--- src/rtl/adc_capture_pkg.sv ---
// Shared types and tdata formatting for the ADC capture path.
// Optional macro ADC_TWOS_COMP_EN: emit samples as sign-extended two's complement.
package adc_capture_pkg;

  localparam int TDATA_W = 32;
  localparam int OTR_BIT = 16;

  typedef enum logic [1:0] {
    IDLE   = 2'd0,
    WARMUP = 2'd1,
    RUN    = 2'd2
  } state_t;

  // Offset binary minus half scale is the two's-complement value; 16-bit wrap gives the sign extension.
  function automatic logic [TDATA_W-1:0] format_tdata(input logic [15:0] sample,
                                                      input logic        otr,
                                                      input int          ndata);
    logic [15:0]        mask;
    logic [15:0]        s;
    logic [TDATA_W-1:0] word;
    mask = (16'd1 << ndata) - 16'd1;
    s    = sample & mask;
`ifdef ADC_TWOS_COMP_EN
    s    = s - (16'd1 << (ndata - 1));
`else
    s    = s | 16'd0;
`endif
    word          = {TDATA_W{1'b0}};
    word[15:0]    = s;
    word[OTR_BIT] = otr;
    return word;
  endfunction

endpackage

--- src/rtl/adc_sync_fifo.sv ---
// Show-ahead synchronous FIFO: dout is the head entry whenever not empty, zero otherwise.
module adc_sync_fifo #(
  parameter int WIDTH = 32,
  parameter int DEPTH = 8
) (
  input  logic                   clk,
  input  logic                   rst,
  input  logic                   push,
  input  logic                   pop,
  input  logic                   flush,
  input  logic [WIDTH-1:0]       din,
  output logic [WIDTH-1:0]       dout,
  output logic                   empty,
  output logic                   full,
  output logic [$clog2(DEPTH):0] count
);

  localparam int AW   = $clog2(DEPTH);
  localparam int CNTW = AW + 1;

  logic [WIDTH-1:0] mem [DEPTH];
  logic [AW-1:0]    rd_ptr;
  logic [AW-1:0]    wr_ptr;
  logic             do_push;
  logic             do_pop;

  // A full FIFO still accepts a push when the head leaves in the same cycle.
  assign do_pop  = pop && !empty;
  assign do_push = push && (!full || do_pop);
  assign empty   = (count == {CNTW{1'b0}});
  assign full    = (count == CNTW'(DEPTH));
  assign dout    = empty ? {WIDTH{1'b0}} : mem[rd_ptr];

  // Storage write
  always_ff @(posedge clk) begin
    if (do_push) begin
      mem[wr_ptr] <= din;
    end
  end

  // Pointers and occupancy
  always_ff @(posedge clk or negedge rst) begin
    if (!rst) begin
      rd_ptr <= {AW{1'b0}};
      wr_ptr <= {AW{1'b0}};
      count  <= {CNTW{1'b0}};
    end else if (flush) begin
      rd_ptr <= {AW{1'b0}};
      wr_ptr <= {AW{1'b0}};
      count  <= {CNTW{1'b0}};
    end else begin
      if (do_push) wr_ptr <= wr_ptr + AW'(1);
      if (do_pop)  rd_ptr <= rd_ptr + AW'(1);
      case ({do_push, do_pop})
        2'b10:   count <= count + CNTW'(1);
        2'b01:   count <= count - CNTW'(1);
        default: count <= count;
      endcase
    end
  end

endmodule

--- src/rtl/adc_capture_axis.sv ---
// Parallel-ADC capture: sample-clock divider, warm-up discard, FIFO, AXI-Stream master.
// Optional macro ADC_TWOS_COMP_EN selects two's-complement tdata (applied at FIFO write).
module adc_capture_axis
  import adc_capture_pkg::*;
#(
  parameter int NDATA      = 12,
  parameter int CLK_DIV    = 4,
  parameter int PIPE_LAT   = 7,
  parameter int FIFO_DEPTH = 8
) (
  input  logic               clk,
  input  logic               rst,
  input  logic               enable,
  input  logic [NDATA-1:0]   adc_data,
  input  logic               adc_otr,
  output logic               adc_clk,
  output logic               m_axis_data_tvalid,
  input  logic               m_axis_data_tready,
  output logic [TDATA_W-1:0] m_axis_data_tdata,
  output logic               overflow
);

  localparam int CW = $clog2(CLK_DIV);
  localparam int WW = (PIPE_LAT > 1) ? $clog2(PIPE_LAT) : 1;
  localparam logic [CW-1:0] CNT_LAST  = CW'(CLK_DIV - 1);
  localparam logic [CW-1:0] CNT_HALF  = CW'(CLK_DIV / 2);
  localparam logic [WW-1:0] WARM_LAST = WW'((PIPE_LAT > 0) ? (PIPE_LAT - 1) : 0);

  state_t                  state;
  state_t                  state_next;
  logic [CW-1:0]           cnt;
  logic [CW-1:0]           cnt_next;
  logic [WW-1:0]           warm_cnt;
  logic [NDATA-1:0]        din_q;
  logic                    otr_q;
  logic                    cap;
  logic                    push;
  logic                    pop;
  logic                    flush;
  logic                    warm_inc;
  logic                    adc_clk_r;
  logic                    overflow_r;
  logic                    fifo_empty;
  logic                    fifo_full;
  logic [$clog2(FIFO_DEPTH):0] fifo_count;
  logic [TDATA_W-1:0]      fifo_din;

  // Capture at the end of the low phase, when the ADC output has settled.
  assign cap                = (state != IDLE) && (cnt == CNT_LAST);
  assign pop                = m_axis_data_tready && !fifo_empty;
  assign fifo_din           = format_tdata(16'(din_q), otr_q, NDATA);
  assign adc_clk            = adc_clk_r;
  assign overflow           = overflow_r;
  assign m_axis_data_tvalid = (fifo_count != '0);

  // Input registers
  always_ff @(posedge clk or negedge rst) begin
    if (!rst) begin
      din_q <= {NDATA{1'b0}};
      otr_q <= 1'b0;
    end else begin
      din_q <= adc_data;
      otr_q <= adc_otr;
    end
  end

  // State register
  always_ff @(posedge clk or negedge rst) begin
    if (!rst) state <= IDLE;
    else      state <= state_next;
  end

  // Next-state logic
  always_comb begin
    state_next = state;
    case (state)
      IDLE: begin
        if (enable) state_next = (PIPE_LAT == 0) ? RUN : WARMUP;
        else        state_next = IDLE;
      end
      WARMUP: begin
        if (!enable)                          state_next = IDLE;
        else if (cap && warm_cnt == WARM_LAST) state_next = RUN;
        else                                  state_next = WARMUP;
      end
      RUN: begin
        if (!enable) state_next = IDLE;
        else         state_next = RUN;
      end
      default: state_next = IDLE;
    endcase
  end

  // FSM outputs: a sample in flight when enable drops is simply not pushed.
  always_comb begin
    push     = 1'b0;
    flush    = 1'b0;
    warm_inc = 1'b0;
    case (state)
      IDLE: begin
        push = 1'b0;
      end
      WARMUP: begin
        flush    = !enable;
        warm_inc = enable && cap;
      end
      RUN: begin
        flush = !enable;
        push  = enable && cap;
      end
      default: flush = 1'b1;
    endcase
  end

  // Divider next value
  always_comb begin
    cnt_next = cnt;
    if (state == IDLE || state_next == IDLE) cnt_next = {CW{1'b0}};
    else if (cnt == CNT_LAST)                cnt_next = {CW{1'b0}};
    else                                     cnt_next = cnt + CW'(1);
  end

  // Divider and glitch-free sample clock, aligned with cnt
  always_ff @(posedge clk or negedge rst) begin
    if (!rst) begin
      cnt       <= {CW{1'b0}};
      adc_clk_r <= 1'b0;
    end else begin
      cnt       <= cnt_next;
      adc_clk_r <= (state_next != IDLE) && (cnt_next < CNT_HALF);
    end
  end

  // Warm-up capture counter
  always_ff @(posedge clk or negedge rst) begin
    if (!rst)               warm_cnt <= {WW{1'b0}};
    else if (state == IDLE) warm_cnt <= {WW{1'b0}};
    else if (warm_inc)      warm_cnt <= warm_cnt + WW'(1);
    else                    warm_cnt <= warm_cnt;
  end

  // Sticky drop flag, cleared when capture stops
  always_ff @(posedge clk or negedge rst) begin
    if (!rst)                             overflow_r <= 1'b0;
    else if (flush)                       overflow_r <= 1'b0;
    else if (push && fifo_full && !pop)   overflow_r <= 1'b1;
    else                                  overflow_r <= overflow_r;
  end

  adc_sync_fifo #(
    .WIDTH (TDATA_W),
    .DEPTH (FIFO_DEPTH)
  ) u_fifo (
    .clk   (clk),
    .rst   (rst),
    .push  (push),
    .pop   (pop),
    .flush (flush),
    .din   (fifo_din),
    .dout  (m_axis_data_tdata),
    .empty (fifo_empty),
    .full  (fifo_full),
    .count (fifo_count)
  );

endmodule

--- config.mk ---
export PLATFORM = sky130hd
export DESIGN_NAME = adc_capture_axis
export DESIGN_NICKNAME = d
export VERILOG_FILES = /design/src/rtl/adc_capture_pkg.sv /design/src/rtl/adc_sync_fifo.sv /design/src/rtl/adc_capture_axis.sv
export SDC_FILE = /design/constraint.sdc
export NUM_CORES = 1
export LEC_CHECK = 0
export ABC_AREA = 1
export CORE_MARGIN = 2
export CORE_UTILIZATION = 57
export DETAILED_ROUTE_END_ITERATION = 16
export MAX_ROUTING_LAYER = met4
export PLACE_DENSITY = 0.79
export SYNTH_ARGS = -nofsm -noshare
export SYNTH_HDL_FRONTEND = slang
export SYNTH_SLANG_ARGS = --single-unit
--- constraint.sdc ---
create_clock -name clk -period 3.6 [get_ports clk]
set_clock_uncertainty 0.05 [all_clocks]
set_input_delay 0.9 -clock clk [delete_from_list [all_inputs] [get_ports clk]]
set_output_delay 0.9 -clock clk [all_outputs]
set_load 0.1 [all_outputs]
==> flow_metrics.tcl <==
set metrics [dict create \
    synth_top_area_cell "edfxtp_1" \
    cts_root_buffer "clkbuf_8" \
    clock_path_buffers 2 \
    ir_drop_mv 0.618 \
    grt.total_usage 0.247 \
    critical_path_class "flip-flop to output port" \
    synth_compound_area_frac 0.0933 \
    drc 0 \
    clk_pin_slew_worst_paths_ns 0.06 \
    syn_area_um2 5660 \
    dieArea_um2 10700 \
    rsz0062_at_grt "false" \
    reg2reg_slack_ns 1.19 \
    cap_violations 0 \
    seq_area_frac_synth 0.693 \
    layout-drive-gt1-share 0.177 \
    status "finished, final reports clean" \
    fp.dieW_um 104 \
    yosysTopAreaCellShare 0.552 \
    leakage_nw 2.60 \
    slowest_delay_ns 0.54 \
    syn2layout_area_growth_pct 20.8 \
    holdBufCountCts 0 \
    final_util 0.706 \
    crit_path_frequent_cell "nor2_1" \
    max_freq_mhz 296 \
    end_kind "output port" \
    critPathLaunchType "flip-flop" \
    period_share 0.940 \
    gp_congestion 0.832 \
    syn_inst 474 \
    clk_latency_ns 0.52 \
    grt_antenna_before_repair 0 \
    p_per_area_nw_per_um2 909 \
    synthMuxAreaShare 0 \
    fillers 643 \
    synth_area_leaders "edfxtp_1 (55%), dfrtp_1 (14%), nor2_1 (8.1%)" \
    path_cells "clkinv_2 > nor2_1 > o32ai_1 > o21ai_0 > nor2_1 > buf_12" \
    drt-pass1-iter-count 4 \
    cp.arrival_ns 2.43 \
    critPathMaxFanout 54 \
    ys_ff_latch 136 \
    die_y_um 104 \
    finalHoldViolCount 0 \
    clkSinkCount 136 \
    synth_top_family_by_area "simple AND/OR/NAND/NOR gates" \
    ctsResizeCount 0 \
    num_io_pins 52 \
    maxSlewHeadroom 0.449 \
    grt_pass1_vias 3796 \
    ys.warnings.count 0 \
    synth_xor_area_frac 0.00155 \
    wl_um 12100 \
    nets 546 \
    grt_max_degree 55 \
    vias 3741 \
    hpwl_um 7160 \
    core_area_um2 9680 \
    grt.overflow.total 0 \
    drt_iter0_drc 307 \
    finalSetupViolations 0 \
    cts_setup_buffers 0 \
    slowest_stage "clkinv_2" \
    htreeDepth 4 \
    yosys.area_share.simple 0.127 \
    ant_nets 0 \
    avgRoutedWirePerCell_um 18.3 \
    hold_class "input pin to asynchronous set/reset pin" \
    start_util 0.584 \
    antennaDiodeCount 0 \
    worstMarginPinSlew_ns 0.827 \
    numCtsBuffers 17 \
    synth.distinct_cells 31 \
    post-route-min-period_ns 3.38 \
    syn_avg_cell_area_um2 11.9 \
    grt_pass1_wl_um 19600 \
    timing.setup.tns_ns 0 \
    cts_tree "yes" \
    finalMaxSlewViolations 0 \
    critical_path_required_ns 2.65 \
    synth_fa_ha_area_frac 0.0243 \
    port_buffers 32 \
    viasPerCell 5.63 \
    rows 36 \
]
-- power by group --
part	internal (mW)	switching [mW]
clock network	1.00	0.692
logic	0.836	1.89
registers	1.73	0.0559
total	3.57	2.64
-- metrics by stage --
stage | total power, mW | instance area (um^2) | hold slack [ns] | instances | worst slack, ns
2_1_floorplan | 3.71 | 5750 | 0.411 | 492 | 0.0512
3_5_place_dp | 4.54 | 6250 | 0.436 | 632 | 0.534
5_1_grt | 6.44 | 6830 | 0.465 | 664 | 0.0187
6_report | 6.21 | 6830 | 0.426 | 664 | 0.217
4_1_cts | 6.23 | 6830 | 0.434 | 664 | 0.202
3_3_place_gp | 4.48 | 6250 | 0.427 | 632 | 0.661
-- layer usage --
metal	track usage	routed length, um	vias up
li1	-	-	1726
met1	0.298	4900	1864
met2	0.419	6440	132
met3	0.0617	626	19
met4	0.0647	171	0
met5	-	0	-
-- placed cells by master (no fill, tap or decap), types with 2 or more instances in the layout --
master           instances
o32ai_1                 27
nor3_2                   4
clkbuf_16               16
o21ai_1                 13
ha_1                    11
inv_6                    6
buf_4                   18
a21oi_1                  6
nor3_1                   2
inv_1                   20
inv_2                    7
nand2_1                 23
clkinv_4                 2
nand3_1                  6
bufinv_16                2
nand4_1                  4
clkinvlp_4               2
nand3_2                  2
edfxtp_1               104
buf_12                  13
conb_1                  19
clkinv_2                 3
nand2_2                  4
nor2_1                 113
dfrtp_1                 32
clkdlybuf4s50_1         15
nor2_2                  10
o21ai_0                 36
-- cell usage after synthesis, drive strengths merged --
library cell,instances
a211oi,1
a21oi,6
and3,1
buf,30
clkbuf,10
clkinv,1
conb,1
dfrtp,32
edfxtp,104
ha,11
inv,27
nand2,27
nand3,8
nand3b,1
nand4,4
nor2,124
nor3,6
o2111ai,1
o21ai,49
o32ai,27
or2,2
xor2,1
-- logic make-up after synthesis --
logic type,Yosys count
and+or+nand+nor,173
buffers and inverters,68
DFF,136
xor gates and xnor gates,1
AOI/OAI and AO/OA,84
adders and majority gates,11
other,1
-- critical path, delay by kind of cell (launching register included) --
family / cells / cell delay, ns
and+or+nand+nor: 2 / 0.35
AOI/OAI and AO/OA: 2 / 0.39
buffers and inverters: 2 / 0.76
DFF: 1 / 0.39
-- registers in the layout, indices dropped and copies added (netlist names) --
signal and flops:
u_fifo.mem 104, din_q 12, u_fifo.count 4, u_fifo.rd_ptr 3, u_fifo.wr_ptr 3, warm_cnt 3, cnt 2, state 2
adc_clk 1, otr_q 1, overflow 1
-- path summary, 6_finish.rpt --
kind                                        from                    to  cells after the start
max in group asynchronous                    rst      u_fifo.rd_ptr[1]                      1
worst min register to register       warm_cnt[0]           warm_cnt[0]                      1
worst min-delay path                         rst              din_q[5]                      1
min in group clk                     warm_cnt[0]           warm_cnt[0]                      1
worst max register to register          state[0]      u_fifo.mem[2][6]                     10
worst max-delay path            u_fifo.rd_ptr[0]  m_axis_data_tdata[6]                      6
-- area by class of cell --
cell class / count / area (um^2) / area share
tap: 133 / 166 / 0.0244
multi-input combinational: 288 / 1510 / 0.220
clock inverter: 15 / 166 / 0.0244
clock buffer: 17 / 414 / 0.0606
timing repair buffer: 47 / 551 / 0.0806
inverter: 28 / 106 / 0.0156
sequential: 136 / 3920 / 0.574
Note: power is estimated with default switching activity, not from simulation.
==> RTL change 1, RTL diff (same flow settings) <==
The parameter `FIFO_DEPTH` goes from 8 to 4.
--- a/src/rtl/adc_capture_axis.sv
+++ b/src/rtl/adc_capture_axis.sv
@@ -8,3 +8,3 @@
   parameter int PIPE_LAT   = 7,
-  parameter int FIFO_DEPTH = 8
+  parameter int FIFO_DEPTH = 4
 ) (
Formal check against the unedited RTL: no difference found for any inputs over 10 cycles, from zero or initial values and one cycle with rst low; that may be too few to reach the edited logic, so the function may still have changed.
==> RTL change 1 against the original RTL <==
Setup slack improved by 0.18 ns; wire length fell by 48%; sequential power fell by 37%; final area is 42% lower; area after synthesis is 39% lower; total power decreased by 47%; sequential cell count fell by 55; maximum frequency up 5.6%; largest power group unchanged; highest routed layer unchanged.
==> RTL change 1: results (changes against the original RTL) <==
[logic_synthesis]
async_flop_share_pct = 35.8  ; was 23.5%
synth_edf_count = 52  ; was 104
synthTopCellsByArea = edfxtp_1 (45%), dfrtp_1 (21%), nor2_1 (6.7%)  ; was edfxtp_1 (55%), dfrtp_1 (14%), nor2_1 (8.1%)
synth_commonest_cells = nor2_1 (62), edfxtp_1 (52), dfrtp_1 (29), o21ai_0 (29), inv_1 (26)  ; was nor2_1 (122), edfxtp_1 (104), o21ai_0 (36), dfrtp_1 (32), o32ai_1 (27)
yosysSeqAreaShare_pct = 65.7  ; was 69.3%
postSynthCellCount = 307  ; was 474

[layout]
drive_gt1_share_pct = 13.1  ; was 17.7%
top_regs = u_fifo.mem (52), din_q (12)  ; was u_fifo.mem (104), din_q (12), u_fifo.count (4)
fin_cells = 427  ; was 664
nets = 376  ; was 546

[setup_path]
cpMaxStageDelayCell = dfrtp_1  ; was clkinv_2
slowest_delay_ns = 0.68  ; was 0.54 ns
path_max_fanout = 15  ; was 54
cp.arrival_ns = 2.25  ; was 2.43 ns

[global_routing]
grtUsageTotal_pct = 20.4  ; was 24.7%
use_met1_pct = 23.5  ; was 29.8%
grt_use_met3_pct = 4.46  ; was 6.17%
grt_max_degree = 30  ; was 55
grt_pass1_wl_um = 9490  ; was 19600 um
first_global_vias = 2042  ; was 3796
gr-usage-met2_pct = 33.3  ; was 41.9%

[outcome]
status = complete, no violations  ; unchanged

[min_path]
hold_path.class = reg -> reg  ; was in -> async

[pwr]
p_leak_nw = 1.64  ; was 2.60 nW
peakVddDrop_uv = 822  ; was 618 uV

[placed_design]
gp_congestion = 0.839  ; was 0.832
hpwl_um = 4040  ; was 7160 um

[clock_tree]
htreeDepth = 3  ; was 4
clock_latency_ns = 0.34  ; was 0.52 ns
cts_made_buffers = 9  ; was 17

[drt]
wl_per_cell_um = 14.6  ; was 18.3 um
via_count = 2230  ; was 3741
drt_iter0_markers = 167  ; was 307

[sta]
tightestPinTransition_ns = 0.672  ; was 0.827 ns

-- RTL change 1: cell types whose count changed after synthesis, sizes merged, moves of 8 or more --
cell	before	now
o32ai	27	0
nand2	27	16
edfxtp	104	52
a21oi	6	19
clkbuf	10	2
nor2	124	65
o21ai	49	34
-- RTL change 1: kinds of logic after synthesis --
| group | synth area share (%) |
|---|---|
| AO/OA/AOI/OAI | 7.87 |
| XOR/XNOR | 0.252 |
| adder cells (fa/ha/maj) | 4.53 |
| buffers and inverters | 8.77 |
| flip-flops | 65.7 |
| other | 0.108 |
| AND/OR/NAND/NOR | 12.7 |
-- RTL change 1: cell type report --
class	instances	area (um2)
Clock buffer	13	139
Clock inverter	3	42.5
Fill cell	441	1970
Inverter	28	105
Multi-Input combinational cell	188	955
Sequential cell	81	2290
Tap cell	75	93.8
Timing Repair Buffer	39	333
-- RTL change 1: critical path, delay by kind of cell, from the launching register on --
kind / cells / cell delay, ns
compound gates: 2 / 0.28
buf+inv: 2 / 0.74
flops: 1 / 0.68
simple gates: 1 / 0.21
-- RTL change 1: metrics by stage --
step	setup WS, ns	hold slack [ns]	cell area, um2	setup TNS, ns
2_1_floorplan	-0.0695	0.405	3550	-0.695
3_3_place_gp	0.714	0.424	3770	0
3_5_place_dp	0.611	0.428	3770	0
4_1_cts	0.402	0.444	3960	0
5_1_grt	0.266	0.457	3960	0
6_report	0.395	0.447	3960	0
-- RTL change 1: path summary, 6_finish.rpt --
check	end	slack (ns)	start	depth (start not counted)
setup / recovery	m_axis_data_tdata[5]	0.40	u_fifo.rd_ptr[1]$_DFFE_PN0P_	5
hold / removal	u_fifo.mem[0][5]$_DFFE_PP_	0.45	din_q[5]$_DFF_PN0_	0
setup reg to reg	u_fifo.count[2]$_DFFE_PN0P_	1.23	state[0]$_DFF_PN0_	13
hold reg to reg	u_fifo.mem[0][5]$_DFFE_PP_	0.45	din_q[5]$_DFF_PN0_	0
max in group asynchronous	din_q[0]$_DFF_PN0_	2.30	rst	2
min in group asynchronous	warm_cnt[0]$_DFFE_PN0P_	0.90	rst	2
-- RTL change 1: where the power goes --
part / switching (W) / internal (W)
clock: 0.000291 / 0.000321
combinational: 0.00126 / 0.000316
sequential: 0.0000877 / 0.00103
total: 0.00164 / 0.00167
-- RTL change 1: per-layer routing --
| layer | wire length (um) | vias to the layer above |
|---|---|---|
| met2 | 3150 | 84 |
| met5 | 0 | - |
| met3 | 344 | 17 |
| li1 | - | 1065 |
| met4 | 163 | 0 |
| met1 | 2590 | 1064 |
==> RTL change 2, RTL diff (config.mk and constraints unchanged) <==
Made on the original files. Register the output `overflow` once more; this adds one clock of latency there. The other outputs are not delayed to match.
--- a/src/rtl/adc_capture_axis.sv
+++ b/src/rtl/adc_capture_axis.sv
@@ -52,3 +52,5 @@
   assign adc_clk            = adc_clk_r;
-  assign overflow           = overflow_r;
+  always_ff @(posedge clk) begin
+    overflow <= overflow_r;
+  end
   assign m_axis_data_tvalid = (fifo_count != '0);
Function: same outputs for any inputs over 10 cycles, from zero or initial values and one cycle with rst low; that may be too few to reach the edited logic, so the function may still have changed.
==> RTL change 2 against the original RTL <==
Sequential cell count is 1 higher; cell count grew 0.30%; non-clock buffer count is 1 higher; final area is 0.95% higher; sequential power increased by 2%; wire length down 2.5%; setup slack worse by 0.081 ns; synthesized cell count up 0.21%; total power grew 1.4%; area after synthesis up 0.35%; critical path type unchanged; critical endpoint is now m_axis_data_tdata[4].
==> RTL change 2: results (changes against the original RTL) <==
[logic_synthesis]
postSynthCellCount = 475  ; was 474
yosysSeqAreaShare_pct = 69.4  ; was 69.3%
synth_xor_area_share_pct = 0.154  ; was 0.155%

[pwr]
p_leak_nw = 2.62  ; was 2.60 nW
totalPowerFinal_w = 0.00630  ; was 0.00621 W
p_int_w = 0.00367  ; was 0.00357 W

[layout]
area_delta_synth_final_pct = 21.5  ; was 20.8%
n_all_buffers = 48  ; was 47
register_area_um2 = 3940  ; was 3920 um2
clkCellAreaFrac_pct = 8.71  ; was 8.50%
drive_gt1_share_pct = 17.6  ; was 17.7%
nets = 548  ; was 546

[placed_design]
place_worst_setup_slack_ns = 0.673  ; was 0.534 ns
post-place-cells = 634  ; was 632
gp_congestion = 0.807  ; was 0.832

[drt]
via_count = 3775  ; was 3741
finalWirelength_um = 11800  ; was 12100 um
wl_met2_um = 6030  ; was 6440 um
wl_met1_um = 4620  ; was 4900 um
dr.pass1.iters = 6  ; was 4
drt_iter0_markers = 373  ; was 307

[setup_path]
cp-endpoint = m_axis_data_tdata[4]  ; was m_axis_data_tdata[6]
path_max_fanout = 34  ; was 54

[global_routing]
gr-usage-met2_pct = 37.8  ; was 41.9%
grt_pass1_wl_um = 18900  ; was 19600 um

[outcome]
status = complete, no violations  ; unchanged

[RTL change 2: worst min path at each step]
| stage | start | slack (ns) | end | cells past startpoint |
|---|---|---|---|---|
| floorplan | overflow_r$_DFFE_PN0P_ | 0.30 | overflow$_DFF_P_ | 0 |
| global placement | overflow_r$_DFFE_PN0P_ | 0.31 | overflow$_DFF_P_ | 0 |
| detailed placement | overflow_r$_DFFE_PN0P_ | 0.32 | overflow$_DFF_P_ | 0 |
| CTS | overflow_r$_DFFE_PN0P_ | 0.33 | overflow$_DFF_P_ | 0 |
| global route | overflow_r$_DFFE_PN0P_ | 0.34 | overflow$_DFF_P_ | 0 |
| finish | overflow_r$_DFFE_PN0P_ | 0.33 | overflow$_DFF_P_ | 0 |
[RTL change 2: kinds of logic after synthesis]
logic type / Yosys count
adder cells (fa/ha/maj): 11
AO/OA/AOI/OAI: 84
other: 1
buffers and inverters: 68
flip-flops: 137
AND/OR/NAND/NOR: 173
XOR/XNOR: 1
